$ cat src/rtl/systolic_pkg.sv
// Shared constants and types for the double-buffered systolic processing element.
package systolic_pkg;

  localparam int DEF_DATA_W  = 16;
  localparam int DEF_ACC_W   = 40;
  localparam int DEF_MUL_LAT = 3;

  typedef logic signed [DEF_DATA_W-1:0] data_t;
  typedef logic signed [DEF_ACC_W-1:0]  acc_t;

  typedef struct packed {
    logic valid;
    logic load;
    logic swap;
  } pe_ctrl_t;

endpackage

$ cat src/rtl/pe_mac_pipe.sv
// Multiply-accumulate with a MUL_LAT-deep result/valid pipeline that freezes while enable is low.
// Defining SYSTOLIC_PE_SAT_EN clamps the final add instead of letting it wrap.
module pe_mac_pipe
  import systolic_pkg::*;
#(
  parameter int DATA_W  = DEF_DATA_W,
  parameter int ACC_W   = DEF_ACC_W,
  parameter int MUL_LAT = DEF_MUL_LAT
) (
  input  logic                     clk,
  input  logic                     reset_n,
  input  logic                     enable,
  input  logic                     accept,
  input  logic signed [DATA_W-1:0] data,
  input  logic signed [DATA_W-1:0] weight,
  input  logic signed [ACC_W-1:0]  sum_in,
  output logic signed [ACC_W-1:0]  sum_out,
  output logic                     sum_valid
);

  logic signed [2*DATA_W-1:0] product;
  logic signed [ACC_W-1:0]    mac_result;
  logic [MUL_LAT-1:0]         vld_q;
  logic signed [ACC_W-1:0]    sum_q [MUL_LAT];

`ifdef SYSTOLIC_PE_SAT_EN
  logic signed [ACC_W:0] wide_sum;

  // One guard bit exposes overflow; differing top bits mean the true sum is out of range.
  always_comb begin
    product  = (2*DATA_W)'(data) * (2*DATA_W)'(weight);
    wide_sum = (ACC_W+1)'(sum_in) + (ACC_W+1)'(product);
    if (wide_sum[ACC_W] != wide_sum[ACC_W-1])
      mac_result = wide_sum[ACC_W] ? {1'b1, {(ACC_W-1){1'b0}}} : {1'b0, {(ACC_W-1){1'b1}}};
    else
      mac_result = wide_sum[ACC_W-1:0];
  end
`else
  always_comb begin
    product    = (2*DATA_W)'(data) * (2*DATA_W)'(weight);
    mac_result = sum_in + ACC_W'(product);
  end
`endif

  // Stage data only moves with a valid token, so the last stage holds its value through bubbles.
  always_ff @(posedge clk or negedge reset_n) begin
    if (!reset_n) begin
      vld_q <= '0;
      for (int i = 0; i < MUL_LAT; i++) sum_q[i] <= '0;
    end else if (enable) begin
      vld_q[0] <= accept;
      if (accept) sum_q[0] <= mac_result;
      for (int i = 1; i < MUL_LAT; i++) begin
        vld_q[i] <= vld_q[i-1];
        if (vld_q[i-1]) sum_q[i] <= sum_q[i-1];
      end
    end
  end

  assign sum_out   = sum_q[MUL_LAT-1];
  assign sum_valid = vld_q[MUL_LAT-1];

endmodule

$ cat src/rtl/systolic_pe_db.sv
// Weight-stationary systolic PE with shadow/active double-buffered weights.
// Optional SYSTOLIC_PE_SAT_EN selects saturating accumulation in pe_mac_pipe.
module systolic_pe_db
  import systolic_pkg::*;
#(
  parameter int DATA_W  = DEF_DATA_W,
  parameter int ACC_W   = DEF_ACC_W,
  parameter int MUL_LAT = DEF_MUL_LAT
) (
  input  logic                     clk,
  input  logic                     reset_n,
  input  logic                     enable,
  input  logic signed [DATA_W-1:0] in_data,
  input  logic                     in_valid,
  input  logic signed [ACC_W-1:0]  in_sum,
  input  logic signed [DATA_W-1:0] w_in,
  input  logic                     w_load,
  input  logic                     w_swap,
  output logic signed [DATA_W-1:0] out_data,
  output logic                     out_data_valid,
  output logic signed [ACC_W-1:0]  out_sum,
  output logic                     out_sum_valid,
  output logic signed [DATA_W-1:0] w_out,
  output logic                     w_load_out,
  output logic                     w_swap_out
);

  if (ACC_W < 2*DATA_W) begin : g_bad_acc_w
    $error("systolic_pe_db: ACC_W must be at least 2*DATA_W");
  end
  if (MUL_LAT < 1 || MUL_LAT > 8) begin : g_bad_mul_lat
    $error("systolic_pe_db: MUL_LAT must be within 1..8");
  end

  logic signed [DATA_W-1:0] data_q;
  logic signed [DATA_W-1:0] shadow_w;
  logic signed [DATA_W-1:0] active_w;
  pe_ctrl_t                 ctrl_q;
  logic                     accept;

  assign accept = enable & in_valid;

  // A same-cycle swap copies the pre-edge shadow, so load+swap moves old shadow to active.
  always_ff @(posedge clk or negedge reset_n) begin
    if (!reset_n) begin
      data_q   <= '0;
      shadow_w <= '0;
      active_w <= '0;
      ctrl_q   <= '0;
    end else if (enable) begin
      data_q <= in_data;
      ctrl_q <= '{valid: in_valid, load: w_load, swap: w_swap};
      if (w_load) shadow_w <= w_in;
      if (w_swap) active_w <= shadow_w;
    end
  end

  assign out_data       = data_q;
  assign out_data_valid = ctrl_q.valid;
  assign w_out          = shadow_w;
  assign w_load_out     = ctrl_q.load;
  assign w_swap_out     = ctrl_q.swap;

  pe_mac_pipe #(
    .DATA_W (DATA_W),
    .ACC_W  (ACC_W),
    .MUL_LAT(MUL_LAT)
  ) u_mac (
    .clk      (clk),
    .reset_n  (reset_n),
    .enable   (enable),
    .accept   (accept),
    .data     (in_data),
    .weight   (active_w),
    .sum_in   (in_sum),
    .sum_out  (out_sum),
    .sum_valid(out_sum_valid)
  );

endmodule

$ cat config.mk
export PLATFORM = sky130hd
export DESIGN_NAME = systolic_pe_db
export DESIGN_NICKNAME = d
export VERILOG_FILES = /design/src/rtl/systolic_pkg.sv /design/src/rtl/pe_mac_pipe.sv /design/src/rtl/systolic_pe_db.sv
export SDC_FILE = /design/constraint.sdc
export NUM_CORES = 1
export LEC_CHECK = 0
export ABC_CLOCK_PERIOD_IN_PS = 8000
export CORE_UTILIZATION = 40
export DETAILED_ROUTE_END_ITERATION = 8
export PLACE_DENSITY_LB_ADDON = 0.2
export SYNTH_ARGS = -nofsm -noshare
export SYNTH_HDL_FRONTEND = slang
export SYNTH_SLANG_ARGS = --single-unit
export TNS_END_PERCENT = 50
$ cat constraint.sdc
create_clock -name clk -period 8 [get_ports clk]
set_input_delay 1.6 -clock clk [delete_from_list [all_inputs] [get_ports clk]]
set_output_delay 1.6 -clock clk [all_outputs]
set_load 0.02 [all_outputs]
==> summary.md <==
| Metric | Value |
|---|---|
| Count of instances resized after the clock tree is built | `0` |
| Type of destination of the critical path | `flop` |
| Crit path max-delay family | `adder cells` |
| Number of global-route vias before repair | `13800` |
| Simple logic cell fraction of the synthesized area | `10.5%` |
| Core outline area | `46900 um^2` |
| Clk slew on worst S/H paths | `80 ps` |
| Min-delay worst type | `reg -> reg` |
| Gate Count Post-Synth | `1829` |
| Wire length per cell after detailed routing | `17.0 um` |
| Share of the clock period used by the worst path after layout | `94.4%` |
| Sinks on the clock net | `174` |
| Max Cap Viol | `0` |
| Worst-case clock skew | `12.5 ps` |
| Worst-case clock buffer depth | `2` |
| Count of cells along the worst register-to-register path | `19` |
| Remaining Overflow, GRT | `0` |
| Capture point of the worst reg-to-reg path | `u_mac.sum_q[119]` |
| Clock period minus worst slack | `7550 ps` |
| Outcome | `finished with violations` |
| Most numerous cell in the Yosys netlist | `sky130_fd_sc_hd__inv_1` |
| Post-layout util | `46.6%` |
| Global-route wire length before repair | `71.7 mm` |
| Startpoint Class | `primary input` |
| Vias after detailed routing | `12600` |
| Launching element of the worst setup path | `in_data[15]` |
| Average cell area after synthesis | `10.4 um^2` |
| Area fraction of the dominant cell type after synthesis | `34.6%` |
| Number of synthesized flops with an enable pin | `0` |
| Fraction of final layout cells with drive strength greater than 1 | `12.0%` |
| Number of antenna violations at the first check in global routing | `0` |
| Largest stage delay, worst path | `650 ps` |
| CTS buffer count | `17` |
| Total I/O pin count | `154` |
| Mux cell area share after synthesis | `7.70%` |
| Setup repair after global routing missed its margin | `no` |
| Synth Register Bits | `174` |
| Root Buffer | `sky130_fd_sc_hd__clkbuf_16` |
| Pins over their slew limit | `0` |
| Critical path peak fanout | `7` |
| Post-detailed-route DRC marker count | `6` |
| Dpl hpwl | `36.3 mm` |
| Worst-case register-to-register setup slack | `1390 ps` |
| Async SR Flop Fraction | `100%` |
| Final hold violation count | `0` |
| Fraction of the mapped netlist area in adder cells | `42.1%` |
| Area share of xor/xnor cells in the synthesized design | `1.47%` |
| Cell types with the largest area share after synthesis | `sky130_fd_sc_hd__fa_1 (35%), sky130_fd_sc_hd__dfrtp_1 (23%), sky130_fd_sc_hd__mux2_2 (7.5%)` |
| GPL Wtd Cong | `0.882` |
| Flip-flop cell with the highest count after synthesis | `sky130_fd_sc_hd__dfrtp_1` |
| Number of fill cells in the layout | `4487` |
| DRT Pass-1 Iters | `7` |
| Relative slew margins | `35.5%` |
| Count of routing violations after the opening detailed-route iteration | `537` |
| Cell Chain, Critical Path | `clkdlybuf4s50_1 > nand2_1 > fa_1 > fa_1 > inv_1 > fa_1 > fa_1 > fa_1 > inv_1 > fa_1 > inv_1 > ha_1 > a21oi_1 > o221ai_1 > a21o_1 > a21oi_1 > o221a_2 > nand4_1 > a21o_1 > a31oi_1` |
| Bufs and invs on worst path | `4` |
| CP most frequent cell | `sky130_fd_sc_hd__fa_1` |
| Termination of the worst setup path | `u_mac.sum_q[119]` |
| Count of cell instances traversed by the critical path | `20` |
| Synthesis Warnings | `0` |
| Clock insertion delay at the later pin of the skew report | `460 ps` |
| Mapped Nets | `2352` |
| Post-Synthesis Cell Area | `19100 um^2` |
| Initial core utilization | `40.8%` |
| FP Rows | `79` |
| Worst r2r src | `active_w[4]` |
| Antenna Diode Count | `0` |
| Worst Path Required | `8390 ps` |
| DR vias/cell | `4.90` |
| Failing checks | `design-rule violations` |
| Count of endpoints failing setup in the final report | `0` |
| ANT nets after route | `0` |
| Area Overhead vs Synth | `14.4%` |
| Endpoint arrival time on the critical path | `7940 ps` |
| Clock tree from TritonCTS | `built` |
| Die extent in x | `221 um` |
| Timing-limited maximum frequency | `0.132 GHz` |
| Slew of the pin with the lowest slew margin | `967 ps` |
| Area fraction in compound gates after synthesis | `4.87%` |
| Yosys top cell by area | `sky130_fd_sc_hd__fa_1` |
| Netlist cell types | `66` |
| CTS hold repair buffers | `0` |
| IO Port Bufs | `153` |
| Number of setup buffers added after CTS | `0` |
| GRT Util Overall | `19.2%` |
| WS Path Type | `in -> reg` |
| Die boundary height | `221 um` |
| Layout Nets | `2478` |
| Proportion of synthesized chip area in sequential cells | `22.8%` |
| Cell with the largest stage delay on the worst path | `sky130_fd_sc_hd__clkdlybuf4s50_1` |
| Ranking of synthesized cells by instance count | `sky130_fd_sc_hd__inv_1 (376), sky130_fd_sc_hd__fa_1 (330), sky130_fd_sc_hd__nand2_1 (200), sky130_fd_sc_hd__dfrtp_1 (174), sky130_fd_sc_hd__mux2_2 (128)` |
| H-Tree Depth | `4` |
| Main combinational cell family by area after synthesis | `adder cells` |
| Pin count of the biggest net entering global routing | `77` |
| Die area | `48600 um^2` |
| Drt total wl | `43.7 mm` |
| Post-route setup TNS | `0 ps` |
==> logic make-up after synthesis <==
group	after synthesis
AOI/OAI and AO/OA	145
xor gates and xnor gates	32
adders and majority gates	445
buffers and inverters	485
DFF	174
muxes	131
and+or+nand+nor	417
==> layout by cell type (no fill, tap or decap), types with 3 or more instances in the layout <==
master | Yosys | routed
sky130_fd_sc_hd__inv_1 | 376 | 376
sky130_fd_sc_hd__fa_1 | 330 | 330
sky130_fd_sc_hd__nand2_1 | 200 | 200
sky130_fd_sc_hd__dfrtp_1 | 174 | 174
sky130_fd_sc_hd__clkdlybuf4s50_1 | 0 | 152
sky130_fd_sc_hd__mux2_2 | 128 | 128
sky130_fd_sc_hd__ha_1 | 115 | 115
sky130_fd_sc_hd__and2_1 | 113 | 113
sky130_fd_sc_hd__buf_4 | 44 | 61
sky130_fd_sc_hd__nor2_1 | 47 | 47
sky130_fd_sc_hd__o21ai_0 | 45 | 45
sky130_fd_sc_hd__a21oi_1 | 31 | 31
sky130_fd_sc_hd__a21o_1 | 23 | 23
sky130_fd_sc_hd__xnor2_1 | 18 | 18
sky130_fd_sc_hd__clkbuf_16 | 0 | 17
sky130_fd_sc_hd__xor2_1 | 14 | 14
sky130_fd_sc_hd__nand3_1 | 13 | 13
sky130_fd_sc_hd__and3_1 | 7 | 7
sky130_fd_sc_hd__nand4_1 | 6 | 6
sky130_fd_sc_hd__a31oi_1 | 6 | 6
sky130_fd_sc_hd__inv_8 | 0 | 5
sky130_fd_sc_hd__nand2b_1 | 4 | 4
sky130_fd_sc_hd__nor3b_1 | 4 | 4
sky130_fd_sc_hd__o21ai_1 | 4 | 4
sky130_fd_sc_hd__nor2b_1 | 4 | 4
sky130_fd_sc_hd__o311ai_1 | 4 | 4
sky130_fd_sc_hd__nor3_1 | 3 | 3
sky130_fd_sc_hd__o21a_1 | 3 | 3
sky130_fd_sc_hd__mux2i_1 | 3 | 3
sky130_fd_sc_hd__or3_1 | 3 | 3
sky130_fd_sc_hd__clkinv_4 | 0 | 3
==> layer usage <==
layer	share of wire, %	vias up	routed length (um)	GRT usage (%)
met3	2.9	37	1270	2.27
li1	-	5814	-	-
met2	52	212	22700	33.5
met1	44	6559	19100	25.3
met4	1.5	0	663	5.02
met5	0	-	0	0
==> registers in the layout, indices dropped and copies added, names as in the netlist, 3 cells and up <==
signal and cells:
u_mac.sum_out 40, out_data 16, u_mac.sum_q 80, w_out 16, u_mac.vld_q 3, active_w 16
==> how the worst min path moves through the flow <==
stage	from	slack, ps	end	cells past startpoint
detailed placement	u_mac.sum_q[81]	460	u_mac.sum_q[81]	2
CTS	u_mac.sum_q[81]	480	u_mac.sum_q[81]	2
global placement	u_mac.sum_q[106]	460	u_mac.sum_q[106]	2
global route	u_mac.sum_q[81]	490	u_mac.sum_q[81]	2
finish	u_mac.sum_q[81]	480	u_mac.sum_q[81]	2
floorplan	u_mac.sum_q[106]	430	u_mac.sum_q[106]	2
==> worst reg2reg max path, delay by kind of cell (launching register included) <==
family                     cells  cell delay, ps
AOI/OAI and AO/OA              7            1520
adders and majority gates      7            3480
buffers and inverters          3             380
DFF                            1             780
and+or+nand+nor                2             390
==> area by class of cell <==
cell class                 instances  area [um^2]  area share (%)
multi-input combinational       1170        12700            58.2
sequential                       174         4350            19.9
timing repair buffer             216         2030            9.29
inverter                         376         1410            6.46
tap                              607          759            3.48
clock buffer                      17          425            1.95
clock inverter                    14          148           0.676
==> through the flow <==
step	instances	worst slack [ps]	instance area (um^2)	hold WS [ps]
after floorplan	1829	696	19100	435
after global placement	2543	105	21300	460
after detailed placement	2543	27.3	21300	464
after CTS	2574	521	21900	480
after global routing	2574	146	21900	495
final	2574	447	21900	477
Power is left out: the tool's default activity adds up to more than one toggle a clock period on the data nets, which glitch-free logic cannot reach.
